===== src/rtl/comp_div_seq_pkg.sv =====
// Shared constants and state encoding for the LED ratio divider and its
// LED2 compensation stage.
package comp_div_seq_pkg;
  localparam int DW   = 4;
  localparam int FRAC = 4;
  localparam int QW   = DW + FRAC;

  localparam logic [3:0]    SH_LO  = 4'd3;
  localparam logic [3:0]    SH_HI  = 4'd4;
  localparam logic [QW-1:0] DIV0_Y = 8'hFF;

  typedef enum logic [1:0] {
    IDLE,
    DIV,
    NORM,
    HOLD
  } state_t;
endpackage


===== src/rtl/comp_div_seq_fix.sv =====
// Leading-one detector plus LED2 discrete correction of a 4.4 quotient.
// Purely combinational so the same block can sit in a non-sequential path.
module comp_fix
  import comp_div_seq_pkg::*;
(
  input  logic [QW-1:0] q,
  input  logic          led2,
  output logic [QW-1:0] y,
  output logic [3:0]    shiftamount
);
  localparam logic [QW-1:0] ONE = 1;

  logic [3:0] s;

  // Ascending scan: the highest set bit is the last one written.
  always_comb begin
    s = '0;
    for (int i = 0; i < QW; i++) begin
      if (q[i]) s = 4'(i);
    end
  end

  always_comb begin
    y           = q;
    shiftamount = s;
    if (led2 && (s == SH_LO)) begin
      y = q - ONE;
    end else if (led2 && (s == SH_HI)) begin
      y           = {q[QW-2:0], 1'b0} - ONE;
      shiftamount = s - 4'd1;
    end
  end
endmodule


===== src/rtl/comp_div_seq.sv =====
// Handshaked restoring divider producing a 4.4 quotient, followed by one
// normalise/compensate cycle and a result hold stage.
module comp_div_seq
  import comp_div_seq_pkg::*;
(
  input  logic          clk,
  input  logic          rst,
  input  logic          in_valid,
  output logic          in_ready,
  input  logic          led2,
  input  logic [DW-1:0] d,
  input  logic [DW-1:0] e,
  output logic          out_valid,
  input  logic          out_ready,
  output logic [QW-1:0] y,
  output logic [3:0]    shiftamount,
  output logic [QW-1:0] raw_q,
  output logic          div_err,
  output logic          busy
);
  state_t        state_reg, state_next;
  logic [QW-1:0] dvd_reg, dvd_next;
  logic [DW-1:0] dvs_reg, dvs_next;
  logic          led2_reg, led2_next;
  logic [DW-1:0] rem_reg, rem_next;
  logic [QW-1:0] q_reg, q_next;
  logic [2:0]    cnt_reg, cnt_next;
  logic [QW-1:0] y_reg, y_next;
  logic [3:0]    sh_reg, sh_next;
  logic [QW-1:0] raw_reg, raw_next;
  logic          err_reg, err_next;

  logic [DW:0]   rem5;
  logic [QW-1:0] fix_y;
  logic [3:0]    fix_sh;

  comp_fix u_fix (
    .q           (q_reg),
    .led2        (led2_reg),
    .y           (fix_y),
    .shiftamount (fix_sh)
  );

  assign rem5 = {rem_reg, dvd_reg[QW-1]};

  always_comb begin
    state_next = state_reg;
    dvd_next   = dvd_reg;
    dvs_next   = dvs_reg;
    led2_next  = led2_reg;
    rem_next   = rem_reg;
    q_next     = q_reg;
    cnt_next   = cnt_reg;
    y_next     = y_reg;
    sh_next    = sh_reg;
    raw_next   = raw_reg;
    err_next   = err_reg;

    case (state_reg)
      IDLE: begin
        if (in_valid) begin
          dvd_next  = {d, {FRAC{1'b0}}};
          dvs_next  = e;
          led2_next = led2;
          if (e == '0) begin
            state_next = HOLD;
            y_next     = DIV0_Y;
            raw_next   = '0;
            sh_next    = '0;
            err_next   = 1'b1;
          end else begin
            state_next = DIV;
            cnt_next   = '0;
            rem_next   = '0;
            q_next     = '0;
            err_next   = 1'b0;
          end
        end
      end
      DIV: begin
        dvd_next = {dvd_reg[QW-2:0], 1'b0};
        if (rem5 >= {1'b0, dvs_reg}) begin
          rem_next = DW'(rem5 - {1'b0, dvs_reg});
          q_next   = {q_reg[QW-2:0], 1'b1};
        end else begin
          rem_next = rem5[DW-1:0];
          q_next   = {q_reg[QW-2:0], 1'b0};
        end
        cnt_next = cnt_reg + 3'd1;
        if (cnt_reg == 3'd7) state_next = NORM;
      end
      NORM: begin
        y_next     = fix_y;
        sh_next    = fix_sh;
        raw_next   = q_reg;
        state_next = HOLD;
      end
      HOLD: begin
        if (out_ready) state_next = IDLE;
      end
      default: state_next = IDLE;
    endcase
  end

  always_ff @(posedge clk) begin
    if (rst) begin
      state_reg <= IDLE;
      dvd_reg   <= '0;
      dvs_reg   <= '0;
      led2_reg  <= 1'b0;
      rem_reg   <= '0;
      q_reg     <= '0;
      cnt_reg   <= '0;
      y_reg     <= '0;
      sh_reg    <= '0;
      raw_reg   <= '0;
      err_reg   <= 1'b0;
    end else begin
      state_reg <= state_next;
      dvd_reg   <= dvd_next;
      dvs_reg   <= dvs_next;
      led2_reg  <= led2_next;
      rem_reg   <= rem_next;
      q_reg     <= q_next;
      cnt_reg   <= cnt_next;
      y_reg     <= y_next;
      sh_reg    <= sh_next;
      raw_reg   <= raw_next;
      err_reg   <= err_next;
    end
  end

  assign in_ready    = (state_reg == IDLE);
  assign busy        = (state_reg != IDLE);
  assign out_valid   = (state_reg == HOLD);
  assign y           = y_reg;
  assign shiftamount = sh_reg;
  assign raw_q       = raw_reg;
  assign div_err     = err_reg;
endmodule


===== config.mk =====
export PLATFORM = sky130hd
export DESIGN_NAME = comp_div_seq
export DESIGN_NICKNAME = d
export VERILOG_FILES = /design/src/rtl/comp_div_seq_pkg.sv /design/src/rtl/comp_div_seq_fix.sv /design/src/rtl/comp_div_seq.sv
export SDC_FILE = /design/constraint.sdc
export NUM_CORES = 1
export LEC_CHECK = 0
export CORE_MARGIN = 2
export CORE_UTILIZATION = 25
export CTS_CLUSTER_DIAMETER = 120
export DETAILED_ROUTE_END_ITERATION = 8
export PLACE_DENSITY_LB_ADDON = 0.2
export SYNTH_ARGS = -nofsm -noshare
export SYNTH_HDL_FRONTEND = slang
export SYNTH_HIERARCHICAL = 1
export SYNTH_SLANG_ARGS = --single-unit

===== constraint.sdc =====
create_clock -name clk -period 4.1 [get_ports clk]
set_input_delay 0.82 -clock clk [delete_from_list [all_inputs] [get_ports clk]]
set_output_delay 0.82 -clock clk [all_outputs]
set_load 0.03 [all_outputs]

Word level (Yosys, flattened, before mapping)
Cells that the tools add are included.
{"block": "op_classes", "n_addsub": 5, "magnitude_cmp": 1, "n_eq_ne": 11, "muxes": 39, "n_reduce_logical": 12}
{"cell": "8-bit two-way mux", "count": 9}
{"cell": "8-bit one-hot mux with 2 select lines", "count": 4}
{"cell": "4-bit two-way mux", "count": 7}
{"cell": "3-bit two-way mux", "count": 6}
{"cell": "4-bit one-hot mux with 2 select lines", "count": 2}
{"cell": "8-bit by 1-bit subtractor with 8-bit output, second input constant", "count": 2}
{"cell": "2-bit two-way mux", "count": 6}
{"cell": "3-bit AND reduction", "count": 3}
{"cell": "2-bit one-hot mux with 4 select lines", "count": 1}
{"cell": "3-bit equality test, second input constant", "count": 2}
{"cell": "2-bit != test, second input constant", "count": 3}
{"cell": "3-bit one-hot mux with 2 select lines", "count": 1}
{"cell": "2-bit nonzero test", "count": 3}
{"cell": "5-bit by 4-bit >= comparator with 1-bit output", "count": 1}
{"cell": "2-bit equality test, second input constant", "count": 2}
{"cell": "4-bit logical NOT", "count": 1}
{"cell": "2-bit by 1-bit != test with 1-bit output, second input constant", "count": 2}
{"cell": "2-bit AND reduction", "count": 2}
{"cell": "3-bit by 1-bit subtractor with 4-bit output, second input constant", "count": 1}
{"cell": "4-bit subtractor", "count": 1}
{"cell": "3-bit by 1-bit adder with 3-bit output, second input constant", "count": 1}
{"cell": "3-bit by 2-bit equality test with 1-bit output, second input constant", "count": 1}
{"cell": "1-bit two-way mux", "count": 3}
{"cell": "2-bit by 1-bit equality test with 1-bit output, second input constant", "count": 1}
{"cell": "other kinds (2)", "count": 3}
{"block": "totals", "register_bits": 51, "input_bits": 13, "output_inout_bits": 24, "wordCells": 79}

Longest topological paths before layout
{"block": "depth", "depth_word": 12, "mapped_depth": 12, "mapped_depth_nobuf": 12}

Modules after synthesis
The synthesis kept the hierarchy.
{"module": "comp_div_seq", "n_inst": 1, "cells_each": 250, "area_each_um2": 2119.5}
{"module": "comp_fix", "n_inst": 1, "cells_each": 72, "area_each_um2": 481.7}

Worst setup path after synthesis
No wires, ideal clock.
{"block": "synth_path", "path_type": "reg-to-reg", "from": "register q_reg[4]", "to": "register y_reg[3] (netlist: y[3])", "setup_time_ps": 78, "arrival_ps": 2256, "required_time_ps": 4022, "setup_slack_ps": 1766, "stages_incl_launch_ff": 12, "path_buffers": 1, "path_cell_list": "dfxtp_1 -> clkbuf_1 -> o31ai_1 -> inv_1 -> ha_1 -> ha_1 -> nand2_1 -> a21oi_2 -> a221o_1 -> a22oi_2 -> nor3b_1 -> nor3_1"}
{"block": "synth_between", "elab_chain_cells": 9, "word_cells_on_any_way": 11, "cone_classes": "eq/ne: 2; mux: 7; reduce/logical: 2"}
{"element": "from (decl)", "line_no": "comp_div_seq.sv:26", "source": "logic [QW-1:0] q_reg, q_next;"}
{"element": "from (signal assigned)", "line_no": "comp_div_seq.sv:124", "source": "q_reg <= q_next;"}
{"element": "3-bit two-way mux (*) (4 in a row)", "line_no": "comp_div_seq_fix.sv:19", "source": "if (q[i]) s = 4'(i);"}
{"element": "3-bit equality test", "line_no": "comp_div_seq_fix.sv:28", "source": "end else if (led2 && (s == SH_HI)) begin"}
{"element": "1-bit logical AND", "line_no": "comp_div_seq_fix.sv:28"}
{"element": "8-bit two-way mux", "line_no": "comp_div_seq_fix.sv:28"}
{"element": "8-bit two-way mux (*)", "line_no": "comp_div_seq_fix.sv:26", "source": "if (led2 && (s == SH_LO)) begin"}
{"element": "net fix_y[3]", "line_no": "comp_div_seq.sv:34", "source": "logic [QW-1:0] fix_y;"}
{"element": "8-bit one-hot mux with 2 select lines (*)", "line_no": "comp_div_seq.sv:59", "source": "case (state_reg)"}
{"element": "to (signal assigned)", "line_no": "comp_div_seq.sv:126", "source": "y_reg <= y_next;"}
{"element": "to (decl)", "line_no": "comp_div_seq.sv:28", "source": "logic [QW-1:0] y_reg, y_next;"}
Mark *: on every way through the listed nets, which the timed path passes. The rest lies on a longest branch.
A chain may end at the register's enable or synchronous reset.

Worst setup path after layout
{"block": "layout_path", "from": "register state_reg[0]", "to": "output port busy"}
{"block": "layout_between", "elab_chain_cells": 1}
{"element": "from (decl)", "line_no": "comp_div_seq.sv:21", "source": "state_t state_reg, state_next;"}
{"element": "from (signal assigned)", "line_no": "comp_div_seq.sv:119", "source": "state_reg <= state_next;"}
{"element": "2-bit nonzero test", "line_no": "comp_div_seq.sv:134", "source": "assign busy = (state_reg != IDLE);"}
{"element": "to (decl)", "line_no": "comp_div_seq.sv:19", "source": "output logic busy"}
No other way between the ends.

==> results.tsv <==
stage	metric	value	unit
drt	dr_total_vias	2289	
synth	synth.top_cell.area_share	36.2	%
critical_path	path_class	reg -> out	
power_and_ir_drop	powerDensity	483	nW/µm²
synth	synth.ff_latch_count	47	
sta	post-route-worst-setup-slack	1.24	ns
run_status	status	finished, final reports clean	
synth	ys.flop_type	dfxtp_1	
clock_tree	cts_tree	yes	
clock_tree	clkSinkCount	47	
grt	antenna_found_initial	0	
sta	max_freq	350	MHz
grt	grt_pass1_wl	11100	µm
grt	grt_usage	12.1	%
final_layout	nets	378	
die	row_count	37	
die	initial_core_util	25.4	%
grt	first_global_vias	2303	
sta	setup_tns	0	ns
critical_path	start_kind	flop	
clock_tree	numCtsBuffers	5	
synth	synth.avg_cell_area	8.08	µm²
drt	drtAntennaViolNets	0	
critical_path	critical-path-top-delay-family	buffers and inverters	
die	core-area	10200	µm²
synth	synth_edf_count	0	
final_layout	antenna_cells	0	
clock_tree	cts_resized	0	
place	hpwl	4610	µm
sta	hold_viol_final	0	
synth	synth_cells	322	
critical_path	critPathMaxFanout	16	
power_and_ir_drop	peakVddDrop	0.212	mV
clock_tree	clk_pin_slew_worst_paths	0.09	ns
drt	wl_per_cell	13.1	µm
synth	synth_top_area_cell	dfxtp_1	
clock_tree	clockRootBuffer	clkbuf_8	
clock_tree	post-cts-setup-buffer-count	0	
place	gp_congestion	0.835	
critical_path	cp_cell_sequence	inv_1 -> ha_1 -> inv_1 -> clkdlybuf4s50_1	
critical_path	crit_required	3.28	ns
final_layout	drive_above_1_share	9.69	%
die	die_w	106	µm
sta	period_needed	2.86	ns
sta	finalCritPeriodShare	69.7	%
critical_path	cpPeakStageDelay	0.69	ns
final_layout	areaGrowthSynthToFinish	22.2	%
sta	whs	0.452	ns
final_layout	final_util	31.1	%
grt	overflow	0	
sta	worst_slew_pin_slew	0.613	ns
sta	rsz0062_at_grt	no	
sta	slew_violations	0	
clock_tree	clock_latency	0.30	ns
drt	routed_wl	6400	µm
synth	ys_types	59	
hold_path	hold_class	reg -> reg	
die	io_pins	37	
power_and_ir_drop	leakage	1.09	nW
drt	initialDrtViolationCount	101	
job	cap_viol_max_count	0	
synth	async_reset_ff_share	0	%
grt	grt_max_degree	29	
die	die_height	106	µm
synth	synthTopCellsByArea	dfxtp_1, ha_1, a21oi_1	
place	place_ws	1.18	ns
clock_tree	clk_path_buf_depth	2	
drt	drc	0	
critical_path	cp_num_buf_inv	3	
sta	slew_headroom	59.1	%
sta	setup-violations-final	0	
place	portBuffers	36	
synth	synthesis.area	2600	µm²
critical_path	critPathSlowestCell	clkdlybuf4s50_1	
die	dieArea	11200	µm²
critical_path	cp-end-kind	output port	
sta	skew	0.00270	ns
clock_tree	hold_buffers	0	
final_layout	nFillCells	1105	
synth	ys_warn_count	6	
clock_tree	htreeDepth	2	
synth	syn-num-nets	350	
synth	ys_seq_area_share	36.2	%
critical_path	cpMostUsedCell	inv_1	
drt	drt-vias-per-instance	4.70	
critical_path	cp.arrival	2.04	ns
drt	drtPass1Iterations	4	
[Yosys cell counts, drive strengths merged (3+ instances only)]
library cell and count:
a32o 3, a21oi 36, dfxtp 47, ha 14, buf 10, clkbuf 10, nor3b 8, nor3 12
o21ai 10, inv 19, nor4 3, nand2b 3, mux2i 4, a211oi 6, nand2 42, nor2 27
nand3 32, o31ai 4
[worst register-to-register path, cell delays in order (launching register included)]
cell,delay (ns)
dfxtp_1,0.51
inv_1,0.13
a21oi_1,0.25
o311ai_2,0.15
inv_1,0.09
ha_1,0.15
ha_1,0.15
nand2_1,0.18
a21oi_2,0.44
a221o_1,0.24
a22oi_2,0.05
nor3b_1,0.19
nor3_1,0.06
[metrics by stage]
stage	total power, mW	std cells	cell area [µm²]
2_1_floorplan	1.07	322	2600
3_3_place_gp	1.25	479	3080
3_5_place_dp	1.25	479	3080
4_1_cts	1.56	487	3180
5_1_grt	1.66	487	3180
6_report	1.53	487	3180
[layer usage]
layer	routed length (µm)	GRT usage [%]	up-vias
met5	0	0	-
met4	53	2.82	0
met3	221	2.51	5
met2	2930	20.5	40
met1	3200	15.8	1050
li1	-	-	1194
[path summary, 6_finish.rpt]
kind	from	endpoint	slack, ns	cells after the start
setup / recovery	state_reg[0]	busy	1.24	4
hold / removal	raw_q[6]	raw_q[6]	0.45	2
setup reg to reg	q_reg[2]	y[3]	1.41	12
hold reg to reg	raw_q[6]	raw_q[6]	0.45	2
[power by group]
group          internal [mW]  switching, mW  total (mW)
sequential             0.520         0.0458       0.566
clock                  0.138          0.168       0.306
combinational          0.259          0.403       0.662
[kinds of logic after synthesis]
| family | count (synthesis) | synth area share [%] |
|---|---|---|
| xor gates and xnor gates | 2 | 0.674 |
| adders and majority gates | 15 | 7.50 |
| muxes | 6 | 2.55 |
| DFF | 47 | 36.2 |
| buffers and inverters | 39 | 6.40 |
| AOI/OAI and AO/OA | 77 | 20.5 |
| and+or+nand+nor | 136 | 26.2 |
[layout make-up]
cell class | instances | area, µm² | area share [%]
clock buffer | 6 | 82.6 | 2.60
clock inverter | 2 | 16.3 | 0.512
inverter | 19 | 71.3 | 2.24
multi-input combinational | 236 | 1500 | 47.2
sequential | 47 | 941 | 29.6
tap | 136 | 170 | 5.35
timing repair buffer | 41 | 398 | 12.5
[placed cells by master, fill, tap and decap left out, types with 2 or more instances in the layout]
cell              n
nor3b_1           8
a41oi_1           2
ha_1             14
clkdlybuf4s50_1  36
and2_1            2
nor2_2            2
a22o_1            2
a211oi_1          6
o31ai_1           4
o21ai_0           4
a32o_1            3
nand3_1          32
nor2_1           25
buf_4             5
o21ai_1           5
inv_1            17
nor3_1           11
mux2i_1           4
o211ai_1          2
nand2_1          41
nand2b_1          2
clkbuf_8          6
a21oi_2           2
inv_2             2
dfxtp_1          47
a21oi_1          34
No activity file was read; power rests on OpenSTA's default activity.
